<file path="config.mk">
export PLATFORM = sky130hd
export DESIGN_NAME = fpu_addsub_pipe
export DESIGN_NICKNAME = d
export VERILOG_FILES = /design/src/rtl/fpu_addsub_pipe.sv
export SDC_FILE = /design/constraint.sdc
export NUM_CORES = 1
export LEC_CHECK = 0
export ABC_AREA = 1
export BUFFER_PORTS_ARGS = -buffer_cell sky130_fd_sc_hd__buf_2
export CORE_MARGIN = 4
export CORE_UTILIZATION = 30
export CTS_BUF_LIST = sky130_fd_sc_hd__clkbuf_16
export DETAILED_ROUTE_END_ITERATION = 16
export SYNTH_ARGS = -nofsm -noshare
export SYNTH_HDL_FRONTEND = slang
export SYNTH_SLANG_ARGS = --single-unit
</file>
<file path="constraint.sdc">
create_clock -name clk -period 9.79 [get_ports clk]
set_input_delay 0.979 -clock clk [delete_from_list [all_inputs] [get_ports clk]]
set_output_delay 0.979 -clock clk [all_outputs]
set_load 0.05 [all_outputs]
</file>
<file path="src/rtl/fpu_addsub_pipe.sv">
// Three-stage pipelined floating-point add/subtract (align, add, normalise/round/pack).
// Latency 3 cycles, 1 op/cycle; the whole pipe freezes while an output sits unaccepted.
module fpu_addsub_pipe #(
   parameter int EXP_W = 8,
   parameter int MAN_W = 23
) (
   input  logic                     clk,
   input  logic                     rst,
   input  logic                     in_valid,
   output logic                     in_ready,
   input  logic [EXP_W+MAN_W:0]     a,
   input  logic [EXP_W+MAN_W:0]     b,
   input  logic                     sub,
   output logic                     out_valid,
   input  logic                     out_ready,
   output logic [EXP_W+MAN_W:0]     result,
   output logic [3:0]               flags
);
   localparam int W   = 1 + EXP_W + MAN_W;
   localparam int SW  = MAN_W + 4;
   localparam int EW2 = EXP_W + 2;
   localparam logic [W-1:0] QNAN = {1'b0, {EXP_W{1'b1}}, 1'b1, {(MAN_W-1){1'b0}}};

   logic adv;
   assign adv      = !(out_valid && !out_ready);
   assign in_ready = adv;

   logic               sa, sb, sx, a_zero, b_zero, a_nan, b_nan, a_inf, b_inf, swap, eop;
   logic [EXP_W-1:0]   ea, eb, ex, ey, d, dsh;
   logic [MAN_W-1:0]   fa, fb;
   logic [SW-1:0]      ext_x, ext_y, my;
   logic [2*SW-1:0]    wide;
   logic               spc;
   logic [W-1:0]       spc_res;
   logic [3:0]         spc_flg;

   always_comb begin
      sa     = a[W-1];
      sb     = b[W-1] ^ sub;
      ea     = a[W-2:MAN_W];
      eb     = b[W-2:MAN_W];
      a_zero = (ea == '0);
      b_zero = (eb == '0);
      fa     = a_zero ? '0 : a[MAN_W-1:0];
      fb     = b_zero ? '0 : b[MAN_W-1:0];
      a_nan  = (&ea) && (fa != '0);
      b_nan  = (&eb) && (fb != '0);
      a_inf  = (&ea) && (fa == '0);
      b_inf  = (&eb) && (fb == '0);
      eop    = sa ^ sb;
      swap   = {eb, fb} > {ea, fa};
      sx     = swap ? sb : sa;
      ex     = swap ? eb : ea;
      ey     = swap ? ea : eb;
      ext_x  = swap ? {~b_zero, fb, 3'b000} : {~a_zero, fa, 3'b000};
      ext_y  = swap ? {~a_zero, fa, 3'b000} : {~b_zero, fb, 3'b000};
      d      = ex - ey;
      // Clamp so everything past the field lands in the sticky half of the wide shift.
      dsh    = (d > EXP_W'(SW)) ? EXP_W'(SW) : d;
      wide   = {ext_y, {SW{1'b0}}} >> dsh;
      my     = {wide[2*SW-1:SW+1], wide[SW] | (|wide[SW-1:0])};

      spc     = 1'b1;
      spc_res = '0;
      spc_flg = '0;
      if (a_nan || b_nan || (a_inf && b_inf && eop)) begin
         spc_res = QNAN;
         spc_flg = 4'b1000;
      end else if (a_inf || b_inf) begin
         spc_res = {a_inf ? sa : sb, {EXP_W{1'b1}}, {MAN_W{1'b0}}};
      end else if (a_zero && b_zero) begin
         spc_res = {sa & sb, {(W-1){1'b0}}};
      end else begin
         spc = 1'b0;
      end
   end

   logic               s1_vld, s1_eop, s1_sign, s1_spc;
   logic [EXP_W-1:0]   s1_ex;
   logic [SW-1:0]      s1_mx, s1_my;
   logic [W-1:0]       s1_spc_res;
   logic [3:0]         s1_spc_flg;
   logic               s2_vld, s2_sign, s2_spc;
   logic [EXP_W-1:0]   s2_ex;
   logic [SW:0]        s2_sum;
   logic [W-1:0]       s2_spc_res;
   logic [3:0]         s2_spc_flg;

   logic [EW2-1:0]     lz, ne, re;
   logic [SW-1:0]      norm;
   logic [MAN_W+1:0]   mant;
   logic [MAN_W-1:0]   frac;
   logic               rnd_up, inx;
   logic [W-1:0]       res_n;
   logic [3:0]         flg_n;

   always_comb begin
      lz = '0;
      for (int i = 0; i < SW; i++)
         if (s2_sum[i]) lz = EW2'(SW - 1 - i);
      if (s2_sum[SW]) begin
         norm = {s2_sum[SW:2], s2_sum[1] | s2_sum[0]};
         ne   = {2'b00, s2_ex} + EW2'(1);
      end else begin
         norm = s2_sum[SW-1:0] << lz;
         ne   = {2'b00, s2_ex} - lz;
      end
      inx    = |norm[2:0];
      rnd_up = norm[2] & (norm[1] | norm[0] | norm[3]);
      mant   = {1'b0, norm[SW-1:3]} + {{(MAN_W+1){1'b0}}, rnd_up};
      // A rounding carry leaves 1.000..0, so the stored fraction is zero either way.
      re     = ne + {{(EW2-1){1'b0}}, mant[MAN_W+1]};
      frac   = mant[MAN_W+1] ? mant[MAN_W:1] : mant[MAN_W-1:0];

      res_n = '0;
      flg_n = '0;
      if (s2_spc) begin
         res_n = s2_spc_res;
         flg_n = s2_spc_flg;
      end else if (s2_sum == '0) begin
         res_n = '0;
      end else if (ne[EW2-1] || ne == '0) begin
         res_n = {s2_sign, {(W-1){1'b0}}};
         flg_n = 4'b0011;
      end else if (re >= {2'b00, {EXP_W{1'b1}}}) begin
         res_n = {s2_sign, {EXP_W{1'b1}}, {MAN_W{1'b0}}};
         flg_n = 4'b0101;
      end else begin
         res_n = {s2_sign, re[EXP_W-1:0], frac};
         flg_n = {3'b000, inx};
      end
   end

   always_ff @(posedge clk) begin
      if (rst) begin
         s1_vld    <= 1'b0;
         s2_vld    <= 1'b0;
         out_valid <= 1'b0;
         result    <= '0;
         flags     <= '0;
      end else if (adv) begin
         s1_vld    <= in_valid;
         s2_vld    <= s1_vld;
         out_valid <= s2_vld;
         if (s2_vld) begin
            result <= res_n;
            flags  <= flg_n;
         end
      end
   end

   always_ff @(posedge clk) begin
      if (adv) begin
         s1_eop     <= eop;
         s1_sign    <= sx;
         s1_ex      <= ex;
         s1_mx      <= ext_x;
         s1_my      <= my;
         s1_spc     <= spc;
         s1_spc_res <= spc_res;
         s1_spc_flg <= spc_flg;
         s2_sign    <= s1_sign;
         s2_ex      <= s1_ex;
         s2_sum     <= s1_eop ? ({1'b0, s1_mx} - {1'b0, s1_my}) : ({1'b0, s1_mx} + {1'b0, s1_my});
         s2_spc     <= s1_spc;
         s2_spc_res <= s1_spc_res;
         s2_spc_flg <= s1_spc_flg;
      end
   end
endmodule

</file>
==> impl_metrics.env <==
export IMPL_ys_top_cells_by_count="nand2_1, nand3_1, inv_1"
export IMPL_grt_pass1_wl_um=72140
export IMPL_cts_clk_slew_worst_paths_ns=0.06
export IMPL_placedCellCount=2708
export IMPL_wl_per_cell_um=16.49
export IMPL_drt_total_wl_um=45160
export IMPL_hpwl_um=36400
export IMPL_synth_ff_latch_count=147
export IMPL_fin_hold_ws_ns=0.4223
export IMPL_yosysTopAreaCell="edfxtp_1"
export IMPL_antenna_found_initial=0
export IMPL_num_fill_cells=4857
export IMPL_die_y_um=221.5
export IMPL_cts_tree="built"
export IMPL_tightest_slew_ns=0.9903
export IMPL_grt_pass1_vias=13527
export IMPL_gp_congestion=0.9336
export IMPL_fin_crit_sh_pct=79.62
export IMPL_finalClockSkew_ns=0.008482
export IMPL_synth_edf_count=108
export IMPL_crit_family="simple AND/OR/NAND/NOR gates"
export IMPL_cts_made_buffers=17
export IMPL_hp_class="reg2reg"
export IMPL_nets=2272
export IMPL_pin_count=107
export IMPL_hp_start="s1_ex[3]"
export IMPL_track_usage_pct=18.08
export IMPL_cts_setup_buffers=0
export IMPL_maxCapViolCount=0
export IMPL_port_buffers=106
export IMPL_cts_htree_levels=4
export IMPL_critPathMaxFanout=66
export IMPL_setup_viol=0
export IMPL_final_util_pct=34.07
export IMPL_synth_main_ff_cell="edfxtp_1"
export IMPL_firstDrtPassIters=6
export IMPL_cp_arrival_ns=7.99
export IMPL_fin_crit_ns=7.795
export IMPL_worstReg2RegStart="s2_sum[3]"
export IMPL_rsz0062_at_grt="no"
export IMPL_syn_area_um2=13670
export IMPL_first_iter_violations=1278
export IMPL_gr_total_overflow=0
export IMPL_syn_inst=2077
export IMPL_syn_area_per_cell_um2=6.581
export IMPL_row_count=77
export IMPL_route_detailed_drc=0
export IMPL_cp_required_ns=9.98
export IMPL_instances_no_fill=2739
export IMPL_synth_most_common_cell="nand2_1"
export IMPL_slew_viol_final=0
export IMPL_path_buf_inv=7
export IMPL_max_freq_mhz=128.3
export IMPL_async_flop_share_pct=0
export IMPL_r2r_cells=50
export IMPL_worstHoldPathCells=0
export IMPL_multi_input_area_um2=8407
export IMPL_worst_ir_drop_vdd_mv=0.1423
export IMPL_ys_top_cells_by_area="edfxtp_1, nand2_1, nand3_1, ha_1, dfxtp_1"
export IMPL_tns_ns=0
export IMPL_powerDensity_nw_per_um2=267.0
export IMPL_hold_path_end="s2_ex[3]"
export IMPL_worstSkewPairLatency_ns=0.45
export IMPL_r2r_end="result[13]"
export IMPL_yosysSeqAreaShare_pct=29.44
export IMPL_post_synth_num_cell_types=66
export IMPL_cp_slowest_cell="inv_2"
export IMPL_grt_max_degree=69
export IMPL_hold_buffers=0
export IMPL_critPathMostFrequentCell="nand2_1"
export IMPL_via_per_inst=5.157
export IMPL_status="finished clean"
export IMPL_start_util_pct=30.64
export IMPL_cts_repair_resized=0
export IMPL_core_um2=44610
export IMPL_hold_viol_final=0
export IMPL_syn2layout_area_growth_pct=11.19
export IMPL_critical_path_max_stage_delay_ns=0.66
export IMPL_die_w_um=221.5
export IMPL_cts_root_buffer="clkbuf_16"
export IMPL_p_leak_nw=7.249
export IMPL_drive_gt1_share_pct=9.735
export IMPL_end_kind="flip-flop"
export IMPL_ff2ff_setup_slack_ns=2.18
export IMPL_clockBufferDepth=2
export IMPL_syn_nets=2214
export IMPL_die_area_um2=49040
export IMPL_worstSetupStartpointType="primary input"
export IMPL_num_antenna_cells=0
export IMPL_ant_nets=0
export IMPL_crit_type="in2reg"
export IMPL_seqCellArea_um2=4024
export IMPL_relSlewSlack_pct=33.82
export IMPL_cts_sinks=147
export IMPL_synth_top_area_share_pct=23.73
export IMPL_yosys_warnings=0
export IMPL_vias=14125
## worst max-delay path by stage
stage                          from    endpoint  slack, ns  depth (start not counted)
final                         a[28]    s1_my[0]       1.99                         38
after global routing      s2_sum[1]  result[14]       1.14                         50
after CTS                 s2_sum[3]  result[13]       2.09                         50
after detailed placement      a[29]    s1_my[0]       1.67                         38
after global placement        a[27]    s1_my[0]       1.85                         38
after floorplan           s2_sum[2]  result[16]       4.37                         53
## layout make-up
cell class / count / area share [%]
clock buffers: 17 / 2.799
clock inverters: 14 / 1.013
inverters: 221 / 5.491
multi-input cells: 1631 / 55.31
flip-flops and latches: 147 / 26.48
well taps: 592 / 4.874
repair buffers: 117 / 4.034
## cells by family after synthesis
group	count (synthesis)	synth area share, %
XOR/XNOR	69	4.476
AO/OA/AOI/OAI	288	11.88
adder cells (fa/ha/maj)	68	6.279
AND/OR/NAND/NOR	1206	38.87
buffers and inverters	299	9.062
flip-flops	147	29.44
## layout by cell type (no fill, tap or decap), types with 39 or more instances in the layout
cell type,Yosys,layout
dfxtp_1,39,39
inv_1,208,207
buf_2,19,106
nand2_1,614,614
a21oi_1,100,100
nand4_1,53,53
xor2_1,43,43
ha_1,67,67
edfxtp_1,108,108
o21ai_0,104,104
nand3_1,301,301
nor2_1,158,158
## through the flow
step                      power (mW)  area, um^2  setup slack (ns)
after CTS                      4.043       15200             2.093
final                          4.058       15200             1.995
after global routing           4.420       15200             1.145
after detailed placement       3.372       14620             1.670
after floorplan                2.793       13670             4.373
after global placement         3.367       14620             1.854
## registers in the layout, indices dropped and copies added, names as in the netlist
| name | count |
|---|---|
| s1_eop | 1 |
| s1_ex | 8 |
| s1_spc | 1 |
| s1_mx | 24 |
| s2_sum | 28 |
| s1_spc_flg | 1 |
| s2_spc_res | 3 |
| s1_vld | 1 |
| s1_my | 27 |
| flags | 4 |
| s2_spc | 1 |
| s2_spc_flg | 1 |
| s2_ex | 8 |
| result | 32 |
| s1_sign | 1 |
| s2_sign | 1 |
| s2_vld | 1 |
| out_valid | 1 |
| s1_spc_res | 3 |
## report_power, final
part	switching (mW)	leakage, nW	total, mW	internal, mW
logic	1.69	5.47	2.44	0.751
registers	0.134	1.51	0.960	0.826
clock network	0.280	0.272	0.656	0.376
## layer usage
metal	part of all wire (%)	global-route usage, %	vias up	wire length (um)
li1	-	-	7100	-
met1	46	23.94	6520	20830
met2	45	29.88	431	20390
met3	4.8	2.531	74	2158
met4	3.9	7.263	0	1781
met5	0	0	-	0
Note: power is estimated with default switching activity, not from simulation.
